$ cat src/rtl/arm_pkg.sv
// Shared ARM core types: field widths and the ID/EX control bundle.
package arm_pkg;

  localparam int EXE_CMD_W  = 4;
  localparam int SHIFT_OP_W = 12;
  localparam int IMM24_W    = 24;
  localparam int REG_IDX_W  = 4;

  typedef struct packed {
    logic                 wb_en;
    logic                 mem_r_en;
    logic                 mem_w_en;
    logic                 b;
    logic                 s;
    logic [EXE_CMD_W-1:0] exe_cmd;
  } ctrl_t;

  typedef struct packed {
    logic                  imm;
    logic [SHIFT_OP_W-1:0] shift_operand;
    logic [IMM24_W-1:0]    signed_imm24;
    logic [REG_IDX_W-1:0]  dest;
    logic [REG_IDX_W-1:0]  src1;
    logic [REG_IDX_W-1:0]  src2;
    logic                  carry;
  } fields_t;

  localparam ctrl_t BUBBLE = '0;

endpackage

$ cat src/rtl/id_ex_stage_reg_if.sv
// Decode-to-execute bus: decoded inputs, registered outputs, counters.
interface id_ex_stage_reg_if
  import arm_pkg::*;
#(
  parameter int DW    = 32,
  parameter int CNT_W = 16
);

  logic                  freeze;
  logic                  flush;

  logic                  wb_en_in;
  logic                  mem_r_en_in;
  logic                  mem_w_en_in;
  logic                  b_in;
  logic                  s_in;
  logic [EXE_CMD_W-1:0]  exe_cmd_in;
  logic [DW-1:0]         pc_in;
  logic [DW-1:0]         val_rn_in;
  logic [DW-1:0]         val_rm_in;
  logic                  imm_in;
  logic [SHIFT_OP_W-1:0] shift_operand_in;
  logic [IMM24_W-1:0]    signed_imm24_in;
  logic [REG_IDX_W-1:0]  dest_in;
  logic [REG_IDX_W-1:0]  src1_in;
  logic [REG_IDX_W-1:0]  src2_in;
  logic                  carry_in;

  logic                  wb_en_out;
  logic                  mem_r_en_out;
  logic                  mem_w_en_out;
  logic                  b_out;
  logic                  s_out;
  logic [EXE_CMD_W-1:0]  exe_cmd_out;
  logic [DW-1:0]         pc_out;
  logic [DW-1:0]         val_rn_out;
  logic [DW-1:0]         val_rm_out;
  logic                  imm_out;
  logic [SHIFT_OP_W-1:0] shift_operand_out;
  logic [IMM24_W-1:0]    signed_imm24_out;
  logic [REG_IDX_W-1:0]  dest_out;
  logic [REG_IDX_W-1:0]  src1_out;
  logic [REG_IDX_W-1:0]  src2_out;
  logic                  carry_out;

  logic                  valid_out;
  logic [CNT_W-1:0]      stall_cnt;
  logic [CNT_W-1:0]      flush_cnt;

  modport master (
    output freeze, flush,
    output wb_en_in, mem_r_en_in, mem_w_en_in, b_in, s_in,
    output exe_cmd_in, pc_in, val_rn_in, val_rm_in, imm_in,
    output shift_operand_in, signed_imm24_in,
    output dest_in, src1_in, src2_in, carry_in,
    input  wb_en_out, mem_r_en_out, mem_w_en_out, b_out, s_out,
    input  exe_cmd_out, pc_out, val_rn_out, val_rm_out, imm_out,
    input  shift_operand_out, signed_imm24_out,
    input  dest_out, src1_out, src2_out, carry_out,
    input  valid_out, stall_cnt, flush_cnt
  );

  modport slave (
    input  freeze, flush,
    input  wb_en_in, mem_r_en_in, mem_w_en_in, b_in, s_in,
    input  exe_cmd_in, pc_in, val_rn_in, val_rm_in, imm_in,
    input  shift_operand_in, signed_imm24_in,
    input  dest_in, src1_in, src2_in, carry_in,
    output wb_en_out, mem_r_en_out, mem_w_en_out, b_out, s_out,
    output exe_cmd_out, pc_out, val_rn_out, val_rm_out, imm_out,
    output shift_operand_out, signed_imm24_out,
    output dest_out, src1_out, src2_out, carry_out,
    output valid_out, stall_cnt, flush_cnt
  );

endinterface

$ cat src/rtl/sat_counter.sv
// Event counter that sticks at all-ones instead of wrapping.
module sat_counter #(
  parameter int CNT_W = 16
) (
  input  logic             clk,
  input  logic             rst,
  input  logic             inc,
  output logic [CNT_W-1:0] count
);

  always_ff @(posedge clk or posedge rst) begin
    if (rst) begin
      count <= '0;
    end else if (inc && (count != '1)) begin
      count <= count + 1'b1;
    end
  end

endmodule

$ cat src/rtl/id_ex_stage_reg.sv
// ID/EX pipeline register with stall hold, flush bubble and event counters.
module id_ex_stage_reg
  import arm_pkg::*;
#(
  parameter int DW    = 32,
  parameter int CNT_W = 16
) (
  input logic         clk,
  input logic         rst,
  id_ex_stage_reg_if.slave bus
);

  ctrl_t         ctrl_d, ctrl_q;
  fields_t       fld_d, fld_q;
  logic [DW-1:0] pc_q, rn_q, rm_q;
  logic          valid_q;

  assign ctrl_d = '{
    wb_en:    bus.wb_en_in,
    mem_r_en: bus.mem_r_en_in,
    mem_w_en: bus.mem_w_en_in,
    b:        bus.b_in,
    s:        bus.s_in,
    exe_cmd:  bus.exe_cmd_in
  };

  assign fld_d = '{
    imm:           bus.imm_in,
    shift_operand: bus.shift_operand_in,
    signed_imm24:  bus.signed_imm24_in,
    dest:          bus.dest_in,
    src1:          bus.src1_in,
    src2:          bus.src2_in,
    carry:         bus.carry_in
  };

  // Flush beats freeze so a taken branch can kill a stalled entry.
  always_ff @(posedge clk or posedge rst) begin
    if (rst) begin
      ctrl_q  <= BUBBLE;
      fld_q   <= '0;
      pc_q    <= '0;
      rn_q    <= '0;
      rm_q    <= '0;
      valid_q <= 1'b0;
    end else if (bus.flush) begin
      ctrl_q  <= BUBBLE;
      fld_q   <= '0;
      pc_q    <= '0;
      rn_q    <= '0;
      rm_q    <= '0;
      valid_q <= 1'b0;
    end else if (!bus.freeze) begin
      ctrl_q  <= ctrl_d;
      fld_q   <= fld_d;
      pc_q    <= bus.pc_in;
      rn_q    <= bus.val_rn_in;
      rm_q    <= bus.val_rm_in;
      valid_q <= 1'b1;
    end
  end

  assign bus.wb_en_out         = ctrl_q.wb_en;
  assign bus.mem_r_en_out      = ctrl_q.mem_r_en;
  assign bus.mem_w_en_out      = ctrl_q.mem_w_en;
  assign bus.b_out             = ctrl_q.b;
  assign bus.s_out             = ctrl_q.s;
  assign bus.exe_cmd_out       = ctrl_q.exe_cmd;
  assign bus.pc_out            = pc_q;
  assign bus.val_rn_out        = rn_q;
  assign bus.val_rm_out        = rm_q;
  assign bus.imm_out           = fld_q.imm;
  assign bus.shift_operand_out = fld_q.shift_operand;
  assign bus.signed_imm24_out  = fld_q.signed_imm24;
  assign bus.dest_out          = fld_q.dest;
  assign bus.src1_out          = fld_q.src1;
  assign bus.src2_out          = fld_q.src2;
  assign bus.carry_out         = fld_q.carry;
  assign bus.valid_out         = valid_q;

  sat_counter #(.CNT_W(CNT_W)) u_stall_cnt (
    .clk   (clk),
    .rst   (rst),
    .inc   (bus.freeze & ~bus.flush),
    .count (bus.stall_cnt)
  );

  sat_counter #(.CNT_W(CNT_W)) u_flush_cnt (
    .clk   (clk),
    .rst   (rst),
    .inc   (bus.flush),
    .count (bus.flush_cnt)
  );

endmodule

$ cat src/flat_wrapper.sv
// flat-port wrapper written by rule: the top's interface ports become plain ports
module id_ex_stage_reg_flat import arm_pkg::*;
#(
  parameter int DW    = 32,
  parameter int CNT_W = 16
)
  (clk, rst, bus_freeze, bus_flush, bus_wb_en_in, bus_mem_r_en_in, bus_mem_w_en_in, bus_b_in, bus_s_in, bus_exe_cmd_in, bus_pc_in, bus_val_rn_in, bus_val_rm_in, bus_imm_in, bus_shift_operand_in, bus_signed_imm24_in, bus_dest_in, bus_src1_in, bus_src2_in, bus_carry_in, bus_wb_en_out, bus_mem_r_en_out, bus_mem_w_en_out, bus_b_out, bus_s_out, bus_exe_cmd_out, bus_pc_out, bus_val_rn_out, bus_val_rm_out, bus_imm_out, bus_shift_operand_out, bus_signed_imm24_out, bus_dest_out, bus_src1_out, bus_src2_out, bus_carry_out, bus_valid_out, bus_stall_cnt, bus_flush_cnt);
  id_ex_stage_reg_if #(.DW(DW), .CNT_W(CNT_W)) bus_i ();
  input logic clk;
  input logic rst;
  input wire logic [$bits(bus_i.freeze)-1:0] bus_freeze;
  input wire logic [$bits(bus_i.flush)-1:0] bus_flush;
  input wire logic [$bits(bus_i.wb_en_in)-1:0] bus_wb_en_in;
  input wire logic [$bits(bus_i.mem_r_en_in)-1:0] bus_mem_r_en_in;
  input wire logic [$bits(bus_i.mem_w_en_in)-1:0] bus_mem_w_en_in;
  input wire logic [$bits(bus_i.b_in)-1:0] bus_b_in;
  input wire logic [$bits(bus_i.s_in)-1:0] bus_s_in;
  input wire logic [$bits(bus_i.exe_cmd_in)-1:0] bus_exe_cmd_in;
  input wire logic [$bits(bus_i.pc_in)-1:0] bus_pc_in;
  input wire logic [$bits(bus_i.val_rn_in)-1:0] bus_val_rn_in;
  input wire logic [$bits(bus_i.val_rm_in)-1:0] bus_val_rm_in;
  input wire logic [$bits(bus_i.imm_in)-1:0] bus_imm_in;
  input wire logic [$bits(bus_i.shift_operand_in)-1:0] bus_shift_operand_in;
  input wire logic [$bits(bus_i.signed_imm24_in)-1:0] bus_signed_imm24_in;
  input wire logic [$bits(bus_i.dest_in)-1:0] bus_dest_in;
  input wire logic [$bits(bus_i.src1_in)-1:0] bus_src1_in;
  input wire logic [$bits(bus_i.src2_in)-1:0] bus_src2_in;
  input wire logic [$bits(bus_i.carry_in)-1:0] bus_carry_in;
  output wire logic [$bits(bus_i.wb_en_out)-1:0] bus_wb_en_out;
  output wire logic [$bits(bus_i.mem_r_en_out)-1:0] bus_mem_r_en_out;
  output wire logic [$bits(bus_i.mem_w_en_out)-1:0] bus_mem_w_en_out;
  output wire logic [$bits(bus_i.b_out)-1:0] bus_b_out;
  output wire logic [$bits(bus_i.s_out)-1:0] bus_s_out;
  output wire logic [$bits(bus_i.exe_cmd_out)-1:0] bus_exe_cmd_out;
  output wire logic [$bits(bus_i.pc_out)-1:0] bus_pc_out;
  output wire logic [$bits(bus_i.val_rn_out)-1:0] bus_val_rn_out;
  output wire logic [$bits(bus_i.val_rm_out)-1:0] bus_val_rm_out;
  output wire logic [$bits(bus_i.imm_out)-1:0] bus_imm_out;
  output wire logic [$bits(bus_i.shift_operand_out)-1:0] bus_shift_operand_out;
  output wire logic [$bits(bus_i.signed_imm24_out)-1:0] bus_signed_imm24_out;
  output wire logic [$bits(bus_i.dest_out)-1:0] bus_dest_out;
  output wire logic [$bits(bus_i.src1_out)-1:0] bus_src1_out;
  output wire logic [$bits(bus_i.src2_out)-1:0] bus_src2_out;
  output wire logic [$bits(bus_i.carry_out)-1:0] bus_carry_out;
  output wire logic [$bits(bus_i.valid_out)-1:0] bus_valid_out;
  output wire logic [$bits(bus_i.stall_cnt)-1:0] bus_stall_cnt;
  output wire logic [$bits(bus_i.flush_cnt)-1:0] bus_flush_cnt;
  assign bus_i.freeze = bus_freeze;
  assign bus_i.flush = bus_flush;
  assign bus_i.wb_en_in = bus_wb_en_in;
  assign bus_i.mem_r_en_in = bus_mem_r_en_in;
  assign bus_i.mem_w_en_in = bus_mem_w_en_in;
  assign bus_i.b_in = bus_b_in;
  assign bus_i.s_in = bus_s_in;
  assign bus_i.exe_cmd_in = bus_exe_cmd_in;
  assign bus_i.pc_in = bus_pc_in;
  assign bus_i.val_rn_in = bus_val_rn_in;
  assign bus_i.val_rm_in = bus_val_rm_in;
  assign bus_i.imm_in = bus_imm_in;
  assign bus_i.shift_operand_in = bus_shift_operand_in;
  assign bus_i.signed_imm24_in = bus_signed_imm24_in;
  assign bus_i.dest_in = bus_dest_in;
  assign bus_i.src1_in = bus_src1_in;
  assign bus_i.src2_in = bus_src2_in;
  assign bus_i.carry_in = bus_carry_in;
  assign bus_wb_en_out = bus_i.wb_en_out;
  assign bus_mem_r_en_out = bus_i.mem_r_en_out;
  assign bus_mem_w_en_out = bus_i.mem_w_en_out;
  assign bus_b_out = bus_i.b_out;
  assign bus_s_out = bus_i.s_out;
  assign bus_exe_cmd_out = bus_i.exe_cmd_out;
  assign bus_pc_out = bus_i.pc_out;
  assign bus_val_rn_out = bus_i.val_rn_out;
  assign bus_val_rm_out = bus_i.val_rm_out;
  assign bus_imm_out = bus_i.imm_out;
  assign bus_shift_operand_out = bus_i.shift_operand_out;
  assign bus_signed_imm24_out = bus_i.signed_imm24_out;
  assign bus_dest_out = bus_i.dest_out;
  assign bus_src1_out = bus_i.src1_out;
  assign bus_src2_out = bus_i.src2_out;
  assign bus_carry_out = bus_i.carry_out;
  assign bus_valid_out = bus_i.valid_out;
  assign bus_stall_cnt = bus_i.stall_cnt;
  assign bus_flush_cnt = bus_i.flush_cnt;
  id_ex_stage_reg #(.DW(DW), .CNT_W(CNT_W)) u_core (.clk(clk), .rst(rst), .bus(bus_i));
endmodule
$ cat config.mk
export PLATFORM = sky130hd
export DESIGN_NAME = id_ex_stage_reg_flat
export DESIGN_NICKNAME = d
export VERILOG_FILES = /design/src/rtl/arm_pkg.sv /design/src/rtl/id_ex_stage_reg_if.sv /design/src/rtl/sat_counter.sv /design/src/rtl/id_ex_stage_reg.sv /design/src/flat_wrapper.sv
export SDC_FILE = /design/constraint.sdc
export NUM_CORES = 1
export LEC_CHECK = 0
export CORE_ASPECT_RATIO = 0.5
export CORE_MARGIN = 4
export CORE_UTILIZATION = 45
export CTS_CLUSTER_SIZE = 24
export DETAILED_ROUTE_END_ITERATION = 8
export HOLD_SLACK_MARGIN = 0.03
export MAX_ROUTING_LAYER = met4
export PLACE_DENSITY = 0.89
export SLEW_MARGIN = 20
export SYNTH_ARGS = -nofsm -noshare
export SYNTH_HDL_FRONTEND = slang
export SYNTH_SLANG_ARGS = --single-unit
$ cat constraint.sdc
create_clock -name clk -period 16.1 [get_ports clk]
set_clock_uncertainty 0.05 [all_clocks]
set_input_delay 3.22 -clock clk [delete_from_list [all_inputs] [get_ports clk]]
set_output_delay 3.22 -clock clk [all_outputs]
set_load 0.01 [all_outputs]
==> run_results.csv <==
group,metric,value,unit
status,outcome,"finished clean",
timing,slew_headroom,30.3,%
worst_setup_path,critical_path_buf_inv_count,2,
grt,grt_pass1_wl,35900,um
timing,fin_crit_sh,32.2,%
grt,antenna_found_initial,0,
worst_setup_path,ff2ff_setup_slack,14.13,ns
place,dp.final_hpwl,16900,um
worst_setup_path,crit_path_max_fanout,96,
worst_setup_path,startpoint_type,"input port",
yosys,synth-seq-cells,188,
timing,fmax,193,MHz
die,core-area,16700,um2
grt,grt_usage,23.8,%
timing,min_period,5.18,ns
power,finalPower,0.00121,W
routing,dr.pass1.iters,4,
final_layout,antennaDiodeCount,0,
clock_network,cts.repair.resized,0,
timing,rsz0062_at_grt,"no",
yosys,ys_async_sr_fraction,100,%
worst_setup_path,crit_slowest_cell,"buf_4",
yosys,yosysWarnings,0,
hold_path,min_path_type,"reg2reg",
clock_network,cts_tree,"built",
yosys,avgSynthCellArea,12.1,um2
place,place_area,11400,um2
clock_network,clk_latency,0.42,ns
final_layout,area_growth,54.1,%
worst_setup_path,critPathArrivalTime,5.41,ns
yosys,synth_nets,806,
die,rows,33,
clock_network,cts_num_sinks,188,
die,pin_count,347,
grt,grt_max_degree,119,
routing,wl_per_cell,18.9,um
power,cellLeakagePower,5.65,nW
routing,drcViolationCount,0,
timing,setup_slack,10.92,ns
power,ir_drop,0.0885,mV
worst_setup_path,cp_common_cell,"buf_4",
yosys,yosysSeqAreaShare,60.4,%
timing,setup_viol,0,
yosys,synthDistinctLibCells,40,
timing,final_hold_viol_count,0,
grt,first_global_vias,6498,
clock_network,root_buffer,"clkbuf_16",
place,io_buffer_count,346,
timing,finalMaxSlewViolations,0,
clock_network,htree_levels,4,
final_layout,drive_above_1_share,4.95,%
yosys,syn_inst,645,
clock_network,cts_setup_buffers,0,
final_layout,fin_nets,1138,
yosys,synth_edf_count,0,
power,power_density,101,nW/um2
clock_network,cts_buffers,17,
place,gp_congestion,0.855,
worst_setup_path,max_stage_delay,0.87,ns
yosys,synthesis.area,7790,um2
final_layout,final_cell_area,12000,um2
timing,tightestPinTransition,1.05,ns
run,drv_cap,0,
worst_setup_path,endpoint_kind,"flop",
clock_network,path_clk_slew,0.07,ns
clock_network,cts_max_path_buffers,2,
routing,routed_wl,23100,um
routing,route.antenna.remaining_nets,0,
die,die_h,101,um
yosys,ys.flop_type,"dfrtp_1",
die,initial_utilization,46.7,%
worst_setup_path,critPathKind,"in2reg",
clock_network,cts_hold_buf,0,
grt,grt_overflow_total,0,
die,dieWidth,194,um
routing,drtIter0Drc,243,
die,dieArea,19600,um2
worst_setup_path,critPathRequiredTime,16.33,ns
routing,dr_total_vias,6115,
place,pre_cts_ws,10.44,ns
timing,fin_tns_setup,0,ns
worst_setup_path,crit_chain,"buf_4 > buf_4 > and4b_1 > nor4b_2 > a31oi_1 > a21oi_1",
worst_setup_path,critPathTopFamily,"buffers and inverters",
routing,routed_via_density,5.02,
kinds of logic (layout without fill, tap and decap cells):
family,Yosys count,after routing,synth area share (%)
and+or+nand+nor,219,219,12.7
adders and majority gates,2,2,0.321
AOI/OAI and AO/OA,12,12,1.17
DFF,188,188,60.4
muxes,159,159,20.5
buffers and inverters,42,387,2.30
xor gates and xnor gates,23,23,2.58
layout make-up:
cell class,count,area [um2]
clock buffer,20,457
clock inverter,12,136
fill,1181,4670
inverter,6,30.0
multi-input combinational,415,2910
sequential,188,4700
tap,227,284
timing repair buffer,349,3490
state kept, by name, summed over array words and instances, names as in the netlist, 4 cells and up:
register	count
u_core.bus.dest_out	4
u_core.bus.exe_cmd_out	4
u_core.bus.pc_out	32
u_core.bus.shift_operand_out	12
u_core.bus.signed_imm24_out	24
u_core.bus.src1_out	4
u_core.bus.src2_out	4
u_core.bus.val_rm_out	32
u_core.bus.val_rn_out	32
u_core.u_flush_cnt.count	16
u_core.u_stall_cnt.count	16
synthesized netlist by cell type (2+ instances only):
cell	number	area, um2
a21oi_1	4	20.0
a41oi_1	2	17.5
and3_1	2	12.5
and4_1	3	26.3
buf_1	2	7.51
buf_2	17	85.1
clkbuf_1	17	63.8
dfrtp_1	188	4700
ha_1	2	25.0
inv_1	6	22.5
mux2_2	2	22.5
mux2i_1	155	1550
nand2_1	11	41.3
nand3_1	7	35.0
nand4_1	8	50.1
nand4_2	3	37.5
nor2_1	165	619
nor3_1	5	25.0
nor4_1	4	25.0
xnor2_1	9	78.8
xor2_1	14	123
cell usage in the layout (no fill, tap or decap), types with 2 or more instances in the layout:
| cell | n |
|---|---|
| a21oi_1 | 4 |
| inv_1 | 5 |
| clkbuf_16 | 17 |
| clkinv_4 | 4 |
| and4_1 | 3 |
| ha_1 | 2 |
| dfrtp_1 | 188 |
| nor3_1 | 5 |
| inv_6 | 3 |
| and3_1 | 2 |
| clkdlybuf4s50_1 | 344 |
| nand4_1 | 8 |
| nand2_1 | 11 |
| bufinv_16 | 2 |
| mux2_2 | 2 |
| xnor2_1 | 9 |
| nor2_1 | 165 |
| nand3_1 | 7 |
| nor4_1 | 4 |
| xor2_1 | 14 |
| mux2i_1 | 155 |
| buf_4 | 4 |
| clkbuf_8 | 3 |
| a41oi_1 | 2 |
| clkinv_2 | 3 |
| nand4_2 | 3 |
metrics by stage:
step	std cells	utilization (%)	hold slack [ns]
6_report	1217	72.0	0.457
5_1_grt	1217	72.0	0.487
4_1_cts	1217	72.0	0.460
3_5_place_dp	1185	68.4	0.447
3_3_place_gp	1185	68.4	0.442
2_1_floorplan	645	-	0.472
power breakdown:
part,internal (W),total (W),switching (W),leakage [nW]
Combinational,0.000136,0.000237,0.000100,2.87
Sequential,0.000510,0.000548,0.0000377,2.48
Clock,0.000239,0.000424,0.000185,0.295
Total,0.000886,0.00121,0.000323,5.65
worst reg2reg max path: stages (launching register included):
cell	delay, ns
dfrtp_1	0.41
ha_1	0.23
nand3_1	0.17
or4_4	0.57
nand2_2	0.11
mux2_1	0.32
worst paths after layout:
path,startpoint,depth (start not counted),to
min,u_core.u_flush_cnt.count[15],1,u_core.u_flush_cnt.count[15]
max reg2reg,u_core.u_flush_cnt.count[0],5,u_core.u_flush_cnt.count[1]
max in group asynchronous,rst,3,u_core.bus.pc_out[3]
min reg2reg,u_core.u_flush_cnt.count[15],1,u_core.u_flush_cnt.count[15]
min in group asynchronous,rst,2,u_core.bus.pc_out[13]
max,bus_flush,6,u_core.u_stall_cnt.count[14]
per-layer routing:
metal  part of all wire (%)  track usage, %
met5                      0               -
met4                    3.3            8.75
met1                     40            27.7
met2                     54            42.0
met3                    3.2            4.54
Note: power is estimated with default switching activity, not from simulation.
